## config.mk

```make
export PLATFORM = sky130hd
export DESIGN_NAME = fetch_stage
export DESIGN_NICKNAME = d
export VERILOG_FILES = /design/src/rtl/cpu_pkg.sv /design/src/rtl/fetch_skid_buf.sv /design/src/rtl/fetch_stage.sv
export SDC_FILE = /design/constraint.sdc
export NUM_CORES = 1
export LEC_CHECK = 0
export ABC_AREA = 1
export BUFFER_PORTS_ARGS = -buffer_cell sky130_fd_sc_hd__buf_2
export CAP_MARGIN = 0
export CORE_UTILIZATION = 56
export CTS_CLUSTER_SIZE = 20
export DETAILED_ROUTE_END_ITERATION = 16
export PLACE_DENSITY = 0.91
export SYNTH_ARGS = -nofsm -noshare
export SYNTH_HDL_FRONTEND = slang
export SYNTH_SLANG_ARGS = --single-unit
```

## constraint.sdc

```tcl
create_clock -name i_clk -period 3.76 [get_ports i_clk]
set_input_delay 0.94 -clock i_clk [delete_from_list [all_inputs] [get_ports i_clk]]
set_output_delay 0.94 -clock i_clk [all_outputs]
set_load 0.005 [all_outputs]
```

## src/rtl/cpu_pkg.sv

```systemverilog
// Shared CPU constants: datapath widths, opcode field position, opcode classes.
package cpu_pkg;
    localparam int PC_WIDTH    = 8;
    localparam int INSTR_WIDTH = 16;
    localparam int OPC_W       = 4;
    localparam int OPC_MSB     = INSTR_WIDTH - 1;

    // 2-bit opcode classes, shared with the opcode decoder
    typedef enum logic [1:0] {
        LDA = 2'b00,
        STA = 2'b01,
        IMM = 2'b10,
        BAF = 2'b11
    } opc_class_e;

    // Bubble decodes as opcode 0000 (a load), so decode must qualify with o_valid
    localparam logic [INSTR_WIDTH-1:0] BUBBLE_INSTR = '0;
endpackage

```

## src/rtl/fetch_skid_buf.sv

```systemverilog
// One-entry skid buffer that parks the in-flight fetch word while the pipe is stalled.
module fetch_skid_buf
    import cpu_pkg::*;
#(
    parameter int PC_WIDTH    = cpu_pkg::PC_WIDTH,
    parameter int INSTR_WIDTH = cpu_pkg::INSTR_WIDTH
) (
    input  logic                   i_clk,
    input  logic                   i_reset,
    input  logic                   i_clear,
    input  logic                   i_capture,
    input  logic                   i_consume,
    input  logic [INSTR_WIDTH-1:0] i_instr,
    input  logic [PC_WIDTH-1:0]    i_pc,
    output logic                   o_valid,
    output logic [INSTR_WIDTH-1:0] o_instr,
    output logic [PC_WIDTH-1:0]    o_pc
);
    logic                   valid_q;
    logic [INSTR_WIDTH-1:0] instr_q;
    logic [PC_WIDTH-1:0]    pc_q;

    always_ff @(posedge i_clk) begin
        if (i_reset || i_clear) begin
            valid_q <= 1'b0;
        end else if (i_capture) begin
            valid_q <= 1'b1;
            instr_q <= i_instr;
            pc_q    <= i_pc;
        end else if (i_consume) begin
            valid_q <= 1'b0;
        end
    end

    assign o_valid = valid_q;
    assign o_instr = instr_q;
    assign o_pc    = pc_q;
endmodule

```

## src/rtl/fetch_stage.sv

```systemverilog
// Instruction fetch: PC generation, sync imem read, stall skid buffer, IF/ID register.
module fetch_stage
    import cpu_pkg::*;
#(
    parameter int                  PC_WIDTH    = cpu_pkg::PC_WIDTH,
    parameter int                  INSTR_WIDTH = cpu_pkg::INSTR_WIDTH,
    parameter logic [PC_WIDTH-1:0] RESET_PC    = '0
) (
    input  logic                   i_clk,
    input  logic                   i_reset,
    input  logic                   i_stall,
    input  logic                   i_flush,
    input  logic [PC_WIDTH-1:0]    i_branch_target,
    output logic                   o_imem_en,
    output logic [PC_WIDTH-1:0]    o_imem_addr,
    input  logic [INSTR_WIDTH-1:0] i_imem_rdata,
    output logic [INSTR_WIDTH-1:0] o_instr,
    output logic [PC_WIDTH-1:0]    o_pc,
    output logic                   o_valid,
    output logic [OPC_W-1:0]       o_opcode
);
    logic [PC_WIDTH-1:0]    pc_q;
    logic                   infl_valid_q;
    logic [PC_WIDTH-1:0]    infl_pc_q;
    logic [INSTR_WIDTH-1:0] ifid_instr_q;
    logic [PC_WIDTH-1:0]    ifid_pc_q;
    logic                   ifid_valid_q;

    logic                   hold_valid;
    logic [INSTR_WIDTH-1:0] hold_instr;
    logic [PC_WIDTH-1:0]    hold_pc;
    logic                   advance;
    logic                   hold_capture;
    logic                   hold_consume;

    assign advance      = !i_reset && !i_flush && !i_stall;
    // Park the word returning during a stall; the memory will not re-present it
    assign hold_capture = !i_reset && !i_flush && i_stall && infl_valid_q && !hold_valid;
    assign hold_consume = advance && hold_valid;

    fetch_skid_buf #(
        .PC_WIDTH   (PC_WIDTH),
        .INSTR_WIDTH(INSTR_WIDTH)
    ) u_skid (
        .i_clk    (i_clk),
        .i_reset  (i_reset),
        .i_clear  (i_flush),
        .i_capture(hold_capture),
        .i_consume(hold_consume),
        .i_instr  (i_imem_rdata),
        .i_pc     (infl_pc_q),
        .o_valid  (hold_valid),
        .o_instr  (hold_instr),
        .o_pc     (hold_pc)
    );

    always_ff @(posedge i_clk) begin
        if (i_reset) begin
            pc_q         <= RESET_PC;
            infl_valid_q <= 1'b0;
            ifid_valid_q <= 1'b0;
            ifid_instr_q <= '0;
            ifid_pc_q    <= '0;
        end else if (i_flush) begin
            pc_q         <= i_branch_target;
            infl_valid_q <= 1'b0;
            ifid_valid_q <= 1'b0;
            ifid_instr_q <= BUBBLE_INSTR[INSTR_WIDTH-1:0];
        end else if (i_stall) begin
            if (hold_capture)
                infl_valid_q <= 1'b0;
        end else begin
            if (hold_valid) begin
                ifid_valid_q <= 1'b1;
                ifid_instr_q <= hold_instr;
                ifid_pc_q    <= hold_pc;
            end else if (infl_valid_q) begin
                ifid_valid_q <= 1'b1;
                ifid_instr_q <= i_imem_rdata;
                ifid_pc_q    <= infl_pc_q;
            end else begin
                ifid_valid_q <= 1'b0;
                ifid_instr_q <= BUBBLE_INSTR[INSTR_WIDTH-1:0];
            end
            infl_valid_q <= 1'b1;
            infl_pc_q    <= pc_q;
            pc_q         <= pc_q + 1'b1;
        end
    end

    assign o_imem_en   = advance;
    assign o_imem_addr = pc_q;
    assign o_instr     = ifid_instr_q;
    assign o_pc        = ifid_pc_q;
    assign o_valid     = ifid_valid_q;
    assign o_opcode    = ifid_instr_q[INSTR_WIDTH-1 -: OPC_W];
endmodule
```

==> results by stage, run 1 <==
Yosys:
- In the synthesized netlist, the cells that appear most often are nand2_1 (49), dfxtp_1 (35), edfxtp_1 (32).
- edfxtp_1 takes more of the synthesized area than any other cell.
- The post-synth net total is 299.
- Yosys mapped a number of flops with a built-in enable equal to 32.
- By area the synthesized netlist is led by edfxtp_1 (36%), dfxtp_1 (26%), nand2_1 (6.8%), nand3_1 (5.6%), o21ai_1 (5.6%).
- The share of the synthesized area in the top cell type is 35.6%.
- In this run the cell area of the synthesized design comes to 2700 um^2.
- Counting flops with an async set or reset pin after synthesis yields a share of 0%.
- During synthesis, Yosys emitted a total of 0 warnings.
- The per-instance average area after synthesis is 10.0 um^2.
- The post-synthesis sequential element count is 67.
- The number of cells produced by synthesis is 270.
- The most numerous cell in the Yosys netlist is nand2_1.
- The sequential area share after synthesis is 61.5%.
- The most common flop cell mapped by yosys is dfxtp_1.
- The number of distinct library cell variants in the gate-level netlist after synthesis is 27.

Worst hold path:
- The worst hold path was traced through 2 stages.
- The worst hold path terminates at o_pc[1]$_SDFFE_PP0P_.
- In this run the worst hold path is classified as flip-flop to flip-flop.
- The startpoint of the most critical hold path is o_pc[1]$_SDFFE_PP0P_.

Placement:
- The post-place instance area is 2990 um^2.
- At the end of routability-driven placement, the weighted congestion stood at 0.884.
- The total of buffers placed on input and output ports is 65.
- The half-perimeter wire length after detailed placement is 3690 um.

Finish:
- Relative to the synthesized area, the layout overhead comes to 17.8%.
- The repair_antennas step left the layout with diodes totalling 0.
- The layout cell share with drive strength beyond 1 is 27.7%.
- The multi-input combinational cells in the finished layout cover a total of 813 um^2.
- The filler cells instantiated in the layout total 332.
- The final net count is 360.
- Registers take 1660 um^2.
- The finished cells cover 3180 um^2.

Setup path:
- The depth of the most critical reg-to-reg path is 4.
- The type of destination of the critical path is an output pin.
- By instance count, the cell type seen most on the critical path is buf_2.
- On the critical path, the stage with the largest delay is an instance of nor2_4.
- The maximum fanout along the worst path is 19.
- The worst setup path is launched from an input port.
- Setup slack on the worst reg-to-reg path comes out at 1.39 ns.
- STA puts the critical path data required time at 2.82 ns.
- The startpoint identified for the worst register-to-register timing path is u_skid.o_valid$_SDFFE_PP0P_.
- Traced cell by cell, the critical path runs through buf_2 > nor2_4 > nand2_4 > inv_2 > buf_2.
- The reg-to-reg critical path endpoint is u_skid.o_pc[7]$_DFFE_PP_.
- The classification of the worst setup path is input port to output pin.
- The data arrival time of the worst path is 1.96 ns.
- The launch point of the worst path is i_flush.
- The largest single stage delay on the critical path is 0.41 ns.

Timing:
- In the final timing run, aggregate negative setup slack is 0 ns.
- The count of endpoints failing setup in the final report is 0.
- The highest clock frequency the design can meet is 0.345 GHz.
- For the pin with the worst max-slew slack, the measured transition is 0.981 ns.
- In the finished design, the share of the clock period the worst path needs comes to 77.2%.
- Setup repair after global routing left no endpoint under its margin.
- Counting I/O delays and the setup requirement, the final critical path takes 2.90 ns.
- The hold violation total from the final report is 0.
- The worst slew margin relative to its limit is 34.5%.
- The worst clock skew is 0.0115 ns.
- The max-slew violation count came to 0.

Power and ir drop:
- The worst-case IR drop observed on VDD is 0.320 mV.
- The ratio of total power to cell area is 457 nW/um^2.
- The standby leakage power is 1.33 nW.

Run:
- The tool flagged a number of max-cap violations equal to 0.

Detailed routing:
- Dividing the detail-routed via count by the number of cells gives 5.47.
- The routed wire length per instance is 13.7 um.
- The total wire length is 5300 um.
- In the routed design, unresolved DRC markers number 0.
- The count of vias placed by the detailed router is 2122.
- After the first detailed-routing iteration, the DRC count stood at 89.
- The number of detailed-routing iterations run before antenna repair is 4.
- The count of nets left with antenna violations after detail routing is 0.

GRT:
- The overflow left after global routing is 0.
- The number of antenna violations at the first check in global routing is 0.
- Global routing consumed, over all layers together, 23.5% of the routing resources.
- The first global-routing pass estimated 8910 um of wire.
- The largest net degree at the start of global routing is 27.
- The number of global-route vias before repair was 2042.

CTS:
- The buffer count from post-CTS setup fixing is 0.
- The clock-pin transition on the worst setup and hold timing paths is 0.06 ns.
- Gates resized during post-CTS repair numbered 0.
- The maximum buffer depth of the clock tree is 2.
- TritonCTS created 9 clock buffers.
- The clock tree from TritonCTS is built.
- The H-tree generated during clock tree synthesis spans 3 levels.
- The clock insertion delay at the later pin of the skew report is 0.34 ns.
- The total number of clock tree sinks is 67.
- The total of hold buffers inserted after clock tree synthesis is 0.
- The root cell of the clock tree is clkbuf_8.

Floorplanning:
- The total number of placement rows is 24.
- The die is 71.5 um wide.
- Measured along the y axis, the die boundary spans 71.5 um.
- The initial core utilization is 60.0%.
- The I/O pin total is 66.
- The area of the placeable core is 4500 um^2.
- The full die area is 5110 um^2.

Status:
- The flow ran to the end, and the final reports show no timing, DRC or antenna violations.
-- critical path: cells and delay by family --
kind                   cells  cell delay, ns
buffers and inverters      3            0.37
and+or+nand+nor            2            0.65
-- report_power, final --
group / leakage (nW) / switching [mW] / internal, mW / total (mW)
clock network: 0.0974 / 0.240 / 0.323 / 0.562
logic: 0.660 / 0.0583 / 0.0367 / 0.0951
registers: 0.574 / 0.0154 / 0.781 / 0.796
-- metrics by stage --
stage | std cells | util, % | setup slack (ns) | total power [mW] | hold WS (ns)
floorplan | 270 | - | 0.903 | 0.867 | 0.427
finish | 388 | 70.7 | 0.858 | 1.45 | 0.443
detailed placement | 372 | 66.5 | 0.854 | 0.905 | 0.435
global route | 388 | 70.7 | 0.771 | 1.51 | 0.463
global placement | 372 | 66.5 | 0.880 | 0.901 | 0.430
CTS | 388 | 70.7 | 0.852 | 1.47 | 0.444
-- logic make-up (layout without fill, tap and decap cells) --
logic type               Yosys count  in the layout  synth area share [%]
XOR/XNOR                           1              1                 0.324
adder cells (fa/ha/maj)            1              1                 0.463
AO/OA/AOI/OAI                     64             64                  13.5
buffers and inverters             46            112                  8.48
AND/OR/NAND/NOR                   91             91                  15.7
flip-flops                        67             67                  61.5
-- worst max-delay path by stage --
stage / to / slack, ns
floorplan: u_skid.o_instr[0]$_DFFE_PP_ / 0.90
global placement: o_imem_en / 0.88
detailed placement: o_imem_en / 0.85
CTS: o_imem_en / 0.85
global route: o_imem_en / 0.77
finish: o_imem_en / 0.86
-- per-layer routing --
layer,vias up,routed length (um),global-route usage (%)
met4,0,86,11.8
met3,10,371,9.99
met2,105,2610,39.2
met1,960,2240,25.9
li1,1047,-,-
met5,-,0,0
-- state kept, by name (all words and copies together) (netlist names) --
signal	cells
o_instr	16
u_skid.o_instr	16
infl_pc_q	8
o_imem_addr	8
o_pc	8
u_skid.o_pc	8
infl_valid_q	1
o_valid	1
u_skid.o_valid	1
-- placed cells by master (no fill, tap or decap), types with 10 or more instances in the layout --
| cell | Yosys | final |
|---|---|---|
| nand2_1 | 49 | 49 |
| a22oi_1 | 16 | 16 |
| clkbuf_8 | 0 | 10 |
| edfxtp_1 | 32 | 32 |
| o21ai_1 | 30 | 30 |
| buf_2 | 5 | 65 |
| inv_1 | 23 | 23 |
| a21oi_1 | 14 | 14 |
| dfxtp_1 | 35 | 35 |
| nand3_1 | 30 | 30 |
-- final cells by class --
type                            instances  area share (%)
Clock buffer                           13            4.68
Multi-Input combinational cell        157            25.6
Inverter                               29            3.58
Tap cell                               52            2.04
Timing Repair Buffer                   67            10.7
Clock inverter                          3            1.26
Sequential cell                        67            52.2
No activity file was read; power rests on OpenSTA's default activity.
==> inputs of run 2 (changes only) <==
--- a/config.mk
+++ b/config.mk
@@ -8,10 +8,10 @@
 export ABC_AREA = 1
 export BUFFER_PORTS_ARGS = -buffer_cell sky130_fd_sc_hd__buf_2
 export CAP_MARGIN = 0
-export CORE_UTILIZATION = 56
+export CORE_UTILIZATION = 47
 export CTS_CLUSTER_SIZE = 20
 export DETAILED_ROUTE_END_ITERATION = 16
-export PLACE_DENSITY = 0.91
+export PLACE_DENSITY = 0.82
 export SYNTH_ARGS = -nofsm -noshare
 export SYNTH_HDL_FRONTEND = slang
 export SYNTH_SLANG_ARGS = --single-unit
==> constraint.sdc (replaced) <==
create_clock -name i_clk -period 2.4 [get_ports i_clk]
set_input_delay 0.6 -clock i_clk [delete_from_list [all_inputs] [get_ports i_clk]]
set_output_delay 0.6 -clock i_clk [all_outputs]
set_load 0.005 [all_outputs]
==> results by stage, run 2 (synthesis results as in run 1) <==
CTS:
- The number of clock buffers inserted by TritonCTS is 9 (unchanged).
- The CTS H-tree depth is 3 (unchanged).
- The maximum buffer depth of the clock tree is 2 (unchanged).
- The clock insertion delay at the later pin of the skew report is 0.33 ns (about the same).
- The total of hold buffers inserted after clock tree synthesis was 0 (unchanged).
- The root cell of the clock tree is clkbuf_8.
- The buffer count from post-CTS setup fixing is 0 (unchanged).
- The clock tree from TritonCTS is built.
- The clock-pin transition on the worst setup and hold timing paths is 0.06 ns (about the same).
- The number of cells upsized or downsized after cts was 0 (unchanged).
- The total number of clock tree sinks is 67 (unchanged).

Setup path:
- The depth of the most critical reg-to-reg path is 4 (unchanged).
- STA classifies the critical path endpoint as an output pin.
- The most numerous cell type found on the critical path is buf_2.
- The largest delay contributor family on the critical path is simple AND/OR/NAND/NOR gates.
- The classification of the worst setup path is input port to output pin.
- The reg-to-reg critical path endpoint is u_skid.o_instr[9]$_DFFE_PP_.
- The maximum fanout along the worst path is 19 (unchanged).
- For this design, the slowest cell found on the critical path is nor2_4.
- STA classifies the critical path startpoint as an input port.
- In this run the critical register-to-register path is launched from u_skid.o_valid$_SDFFE_PP0P_.
- The worst reg-to-reg setup slack was 0.73 ns (-0.66 ns).
- The data required time at the worst endpoint is 1.80 ns (-1.02 ns).
- The data arrival time of the worst path came to 1.46 ns (-0.50 ns).
- The signal on the critical path passes through buf_2 > nor2_4 > nand2_4 > inv_2 > buf_2.
- The maximum single-stage delay on the critical path is 0.28 ns (-0.13 ns).
- The buffers plus inverters on the worst setup path is 3 (unchanged).

Power and ir drop:
- The worst-case vdd ir drop was 0.390 mV (+22%).
- The standby leakage power was 1.34 nW (+0.43%).
- The fraction of power consumed by the clock network was 36.0% (-2.7 points).
- The total power was 2.18 mW (+50%).
- The internal cell power is 1.68 mW (+47%).
- The combinational power share is 6.9% (+0.4 points).
- The ratio of total power to cell area came to 681 nW/um^2 (+49%).
- The portion of total power attributed to sequential cells is 57.1% (+2.3 points).
- The switching component of the power is 0.501 mW (+60%).
- The switching share of total power was 23.0% (+1.4 points).

Finish:
- The final net count is 363 (+0.83%).
- The number of antenna cells inserted is 0 (unchanged).
- The post-layout instance count excluding filler cells was 411 (+5.9%).
- The layout cell share with drive strength beyond 1 is 28.3% (+0.64 points).
- The most common library cell in the layout ignoring fill and taps is buf_2.
- The number of filler cells placed in the layout is 465 (+40%).
- Leaving out fill and tap cells, the most frequent cells in the layout are buf_2 (65), nand2_1 (49), dfxtp_1 (35).
- The final non-filler cell area is 3210 um^2 (+0.71%).
- Compared with the post-synthesis result, the final layout area differs by 18.7%.

Timing:
- The transition at the pin with the smallest max-transition slack is 0.592 ns (-0.389 ns).
- Setup repair after global routing left no endpoint under its margin.
- The max-slew violation count is 0 (unchanged).
- The hold violation total from the final report is 0 (unchanged).
- The worst clock skew is 0.00402 ns (-0.00748 ns).
- Subtracting the final worst setup slack from the clock period gives 2.06 ns.
- The count of endpoints failing setup in the final report is 0 (unchanged).
- The highest clock frequency the design can meet is 0.485 GHz.
- The fraction of the cycle the final worst path needs is 85.9%.
- The total negative slack is 0 ns (unchanged).
- The final hold slack is 0.441 ns (-0.00146 ns).
- The worst slew margin relative to its limit is 60.5% (+26 points).

Worst hold path:
- The worst hold path belongs to the class flip-flop to flip-flop.
- The path with the worst hold slack has its endpoint at o_pc[0]$_SDFFE_PP0P_.
- The worst hold path begins at o_pc[0]$_SDFFE_PP0P_.
- The cell depth of the worst min-delay path was 2 (unchanged).

Floorplanning:
- The total number of placement rows is 27 (+13%).
- The initial core utilization is 49.1% (-11 points).
- The I/O pin total is 66 (unchanged).
- The overall die height came to 77.8 um (+8.9%).
- The full die area came to 6050 um^2 (+19%).
- The die width is 77.8 um (+8.9%).
- The area of the placeable core is 5510 um^2 (+22%).

Detailed routing:
- The initial detailed-routing violation count is 138 (+55%).
- The routed wire length per instance is 12.9 um (-5.6%).
- The count of vias placed by the detailed router is 2091 (-1.5%).
- The post-detailed-route DRC marker count came to 0 (unchanged).
- The number of detailed-routing iterations run before antenna repair is 4 (unchanged).
- The average vias per placed instance is 5.09 (-7.0%).
- The count of nets left with antenna violations after detail routing is 0 (unchanged).
- The total wire length is 5300 um (about the same).

Placement:
- The total of buffers placed on input and output ports came to 65 (unchanged).
- The half-perimeter wire length after detailed placement is 3780 um (+2.3%).
- The final weighted congestion in routability-driven placement is 0.832 (-5.9%).
- The post-place instance area is 3040 um^2 (+1.6%).
- The cell total after placement is 395 (+6.2%).

GRT:
- The number of global-route vias before repair came to 1899 (-7.0%).
- The wire length of the first global-routing pass is 9000 um (+0.93%).
- The overflow left after global routing is 0 (unchanged).
- The global routing usage summed across all routing layers came to 19.7% (-3.8 points).
- The number of antenna violations at the first check in global routing came to 0 (unchanged).
- The largest net degree at the start of global routing is 25 (-7.4%).

Run:
- The max-capacitance violation count came to 0 (unchanged).

Status:
- The run finished with clean final reports.
==> run 2: cell count changes in the layout (fill, tap and decap cells not counted) <==
cell,before,now
buf_4,2,5
bufinv_16,1,0
clkinv_2,2,3
==> run 2: power groups by stage <==
stage	logic, mW	clock network [mW]	registers [mW]
3_5_place_dp	0.151	0	1.27
6_report	0.151	0.785	1.25
3_3_place_gp	0.147	0	1.27
5_1_grt	0.171	0.857	1.25
4_1_cts	0.152	0.805	1.25
2_1_floorplan	0.0931	0	1.27
==> run 2: metal layers <==
| layer | global-route usage [%] | routed length (um) | up-vias |
|---|---|---|---|
| met5 | 0 | 0 | - |
| met4 | 9.43 | 114 | 0 |
| li1 | - | - | 1058 |
| met3 | 5.06 | 298 | 13 |
| met2 | 30.5 | 2550 | 64 |
| met1 | 25.5 | 2340 | 956 |
==> run 2: through the flow <==
step,setup slack (ns),util [%]
after floorplan,0.276,-
after global placement,0.375,55.2
after detailed placement,0.341,55.2
after CTS,0.332,58.2
after global routing,0.254,58.2
final,0.339,58.2
==> run 2: worst min-delay path, cell delays in order (launching register included) <==
cell,delay (ns)
dfxtp_1,0.31
inv_1,0.04
a21oi_1,0.05
==> run 2: worst max-delay path by stage <==
stage | start | end | slack (ns) | depth (start not counted)
after detailed placement | i_flush | o_imem_en | 0.34 | 5
after CTS | i_flush | o_imem_en | 0.33 | 5
after global placement | i_flush | o_imem_en | 0.37 | 5
after global routing | i_flush | o_imem_en | 0.25 | 5
final | i_flush | o_imem_en | 0.34 | 5
after floorplan | i_reset | u_skid.o_instr[0]$_DFFE_PP_ | 0.28 | 4
==> run 2: area by class of cell <==
type	count	area, um^2	area share [%]
timing repair buffer	70	363	11.3
clock inverter	3	15.0	0.468
multi-input combinational	157	813	25.4
inverter	29	114	3.55
sequential	67	1660	51.8
clock buffer	13	149	4.64
tap	72	90.1	2.81
==> inputs of run 3 (changes only) <==
--- a/config.mk
+++ b/config.mk
@@ -5,13 +5,12 @@
 export SDC_FILE = /design/constraint.sdc
 export NUM_CORES = 1
 export LEC_CHECK = 0
-export ABC_AREA = 1
 export BUFFER_PORTS_ARGS = -buffer_cell sky130_fd_sc_hd__buf_2
 export CAP_MARGIN = 0
 export CORE_UTILIZATION = 47
 export CTS_CLUSTER_SIZE = 20
 export DETAILED_ROUTE_END_ITERATION = 16
-export PLACE_DENSITY = 0.82
+export PLACE_DENSITY = 0.83
 export SYNTH_ARGS = -nofsm -noshare
 export SYNTH_HDL_FRONTEND = slang
 export SYNTH_SLANG_ARGS = --single-unit
==> results by stage, run 3 <==
Placement:
- The final weighted congestion in routability-driven placement is 0.782 (-6.1%).
- The total of buffers placed on input and output ports is 65 (unchanged).
- The half-perimeter wire length after detailed placement was 3600 um (-4.7%).

Detailed routing:
- The total wire length is 5250 um (-1.0%).
- The average vias per placed instance is 5.35 (+5.1%).
- The post-detailed-route DRC marker count is 0 (unchanged).
- The routed wire length per instance came to 14.9 um (+15%).
- The number of detailed-routing iterations run before antenna repair is 6 (+2).
- The count of vias placed by the detailed router is 1887 (-9.8%).
- The initial detailed-routing violation count came to 84 (-39%).
- The count of nets left with antenna violations after detail routing came to 0 (unchanged).

GRT:
- The largest net degree at the start of global routing came to 25 (unchanged).
- The number of antenna violations at the first check in global routing is 0 (unchanged).
- The global routing usage summed across all routing layers is 20.0% (+0.34 points).
- The overflow left after global routing is 0 (unchanged).
- The number of global-route vias before repair is 1774 (-6.6%).
- The wire length of the first global-routing pass is 8380 um (-6.9%).

Setup path:
- The slowest stage of the critical path belongs to the cell or3_4.
- On the critical path the largest part of the delay comes from simple AND/OR/NAND/NOR gates.
- The worst reg-to-reg setup slack is 0.96 ns (+0.23 ns).
- The maximum fanout along the worst path came to 20 (+1).
- The data required time at the worst endpoint is 1.80 ns (about the same).
- The type of destination of the critical path is an output pin.
- The critical path goes through buf_2 > or3_4 > inv_1 > buf_2.
- The classification of the worst setup path is input port to output pin.
- The maximum single-stage delay on the critical path is 0.49 ns (+0.21 ns).
- The buffers plus inverters on the worst setup path is 3 (unchanged).
- The worst setup path is launched from an input port.
- The data arrival time of the worst path came to 1.49 ns (+0.03 ns).
- In this design, the critical path's most frequently occurring cell is buf_2.

Floorplanning:
- The initial core utilization is 49.5% (+0.46 points).
- The total number of placement rows is 26 (-3.7%).
- The area of the placeable core is 5170 um^2 (-6.1%).
- The I/O pin total is 66 (unchanged).
- The overall die height was 75.8 um (-2.6%).
- The die width is 75.8 um (-2.6%).
- The full die area is 5750 um^2 (-5.0%).

Finish:
- The synthesis-to-finish area growth is 25.3%.
- The number of antenna cells inserted is 0 (unchanged).
- The number of filler cells placed in the layout was 394 (-15%).
- The final net count was 307 (-15%).
- The most common library cell in the layout ignoring fill and taps is buf_2.
- The layout cell share with drive strength beyond 1 is 32.9% (+4.5 points).
- The library cells used most frequently in the layout, excluding fill and tap cells, are buf_2 (65), dfxtp_1 (35), edfxtp_1 (32).

CTS:
- The maximum buffer depth of the clock tree was 2 (unchanged).
- The clock insertion delay at the later pin of the skew report was 0.33 ns (about the same).
- The number of cells upsized or downsized after cts is 0 (unchanged).
- The number of clock buffers inserted by TritonCTS is 9 (unchanged).
- The tree is rooted in a clkbuf_8.
- TritonCTS built the clock tree.
- The CTS H-tree depth is 3 (unchanged).
- The total of hold buffers inserted after clock tree synthesis is 0 (unchanged).
- The buffer count from post-CTS setup fixing is 0 (unchanged).
- The total number of clock tree sinks was 67 (unchanged).
- The clock-pin transition on the worst setup and hold timing paths came to 0.07 ns (about the same).

Yosys:
- The share of the synthesized area in the top cell type was 37.5% (+1.9 points).
- edfxtp_1 takes more of the synthesized area than any other cell.
- The per-instance average area after synthesis is 12.0 um^2 (+20%).
- The fraction of registers with async set/reset is 0% (unchanged).
- The count of flip-flops with a built-in enable after synthesis is 32 (unchanged).
- The most used flip-flop cell after synthesis is dfxtp_1.
- The sequential area share after synthesis is 64.9% (+3.4 points).
- The most common cell in the synthesized netlist is dfxtp_1.
- After synthesis, the most frequently instantiated cells are dfxtp_1 (35), edfxtp_1 (32), nand2_1 (22).
- The post-synthesis sequential element count is 67 (unchanged).
- The post-synth net total is 242 (-19%).
- Yosys attributes the largest share of cell area to edfxtp_1 (38%), dfxtp_1 (27%), a22oi_1 (4.7%), mux2i_1 (3.5%), o21ai_0 (3.3%).
- The synthesis warning total is 0 (unchanged).
- The area of the mapped netlist is 2560 um^2 (-5.2%).
- The number of cells produced by synthesis is 213 (-21%).
- The number of distinct library cell variants in the gate-level netlist after synthesis is 34 (+26%).

Power and ir drop:
- The worst-case vdd ir drop is 0.461 mV (+18%).
- The switching share of total power is 19.7% (-3.2 points).
- The combinational power share was 4.9% (-2.0 points).
- The total power came to 2.61 mW (+20%).
- The portion of total power attributed to sequential cells is 47.6% (-9.5 points).
- The ratio of total power to cell area came to 813 nW/um^2 (+19%).
- The internal cell power is 2.09 mW (+25%).
- The fraction of power consumed by the clock network is 47.5% (+12 points).
- The standby leakage power is 1.25 nW (-6.2%).
- The switching component of the power is 0.515 mW (+2.8%).

Worst hold path:
- In this run the worst hold path is classified as flip-flop to flip-flop.

Run:
- The max-capacitance violation count is 0 (unchanged).

Timing:
- The total negative slack is 0 ns (unchanged).
- The minimum period implied by the final worst setup slack came to 2.09 ns (+0.0263 ns).
- The worst slew margin relative to its limit is 78.1% (+18 points).
- The fraction of the cycle the final worst path needs was 87.0% (+1.1 points).
- The count of endpoints failing setup in the final report was 0 (unchanged).
- The transition at the pin with the smallest max-transition slack is 0.328 ns (-0.264 ns).
- The worst clock skew is 0.00854 ns (+0.00452 ns).
- The highest clock frequency the design can meet is 0.479 GHz (-1.3%).
- Setup repair after global routing left no endpoint under its margin.
- The hold violation total from the final report is 0 (unchanged).
- The max-slew violation count is 0 (unchanged).

Status:
- The run finished with clean final reports.
-- run 3: power groups by stage --
| stage | clock network, mW | logic, mW | registers (mW) |
|---|---|---|---|
| floorplan | 0 | 0.0678 | 1.26 |
| global placement | 0 | 0.124 | 1.27 |
| detailed placement | 0 | 0.127 | 1.27 |
| CTS | 1.25 | 0.128 | 1.24 |
| global route | 1.30 | 0.143 | 1.24 |
| finish | 1.24 | 0.128 | 1.24 |
-- run 3: cell families after synthesis --
group	count (synthesis)	share of synthesized area, %
simple gates	46	9.23
mux	10	3.96
xor+xnor	3	1.03
compound gates	63	15.8
buf+inv	23	4.59
flops	67	64.9
fa+ha+maj	1	0.488
-- run 3: through the flow --
step / hold WS (ns) / utilization (%) / instances / setup WS [ns] / area (um^2)
floorplan: 0.426 / - / 213 / 0.185 / 2560
global placement: 0.432 / 56.7 / 337 / 0.327 / 2930
detailed placement: 0.438 / 56.7 / 337 / 0.312 / 2930
CTS: 0.443 / 62.0 / 353 / 0.308 / 3210
global route: 0.445 / 62.0 / 353 / 0.267 / 3210
finish: 0.441 / 62.0 / 353 / 0.312 / 3210
-- run 3: metal layers --
metal	routed length, um	part of all wire (%)	up-vias	track usage (%)
li1	-	-	920	-
met1	2410	46	918	25.9
met2	2530	48	44	31.5
met3	259	4.9	5	6.35
met4	40	0.76	0	7.41
met5	0	0	-	0
-- run 3: worst reg2reg max path, cell delays in order (launching register included) --
cell and delay (ns):
dfxtp_1 0.34, nor2b_1 0.14, buf_4 0.23, and2_1 0.19, buf_4 0.24
-- run 3: cell type report --
type	count	area [um^2]	area share, %
clock buffer	11	174	5.42
clock inverter	5	104	3.24
inverter	4	15.0	0.468
multi-input combinational	123	782	24.4
sequential	67	1660	51.8
tap	70	87.6	2.73
timing repair buffer	73	385	12.0
-- run 3: final timing paths --
check	to	cells past startpoint	from
max	o_imem_en	4	i_flush
min	u_skid.o_pc[6]$_DFFE_PP_	0	infl_pc_q[6]$_DFFE_PP_
max reg2reg	u_skid.o_instr[6]$_DFFE_PP_	4	infl_valid_q$_SDFFE_PP0P_
min reg2reg	u_skid.o_pc[6]$_DFFE_PP_	0	infl_pc_q[6]$_DFFE_PP_
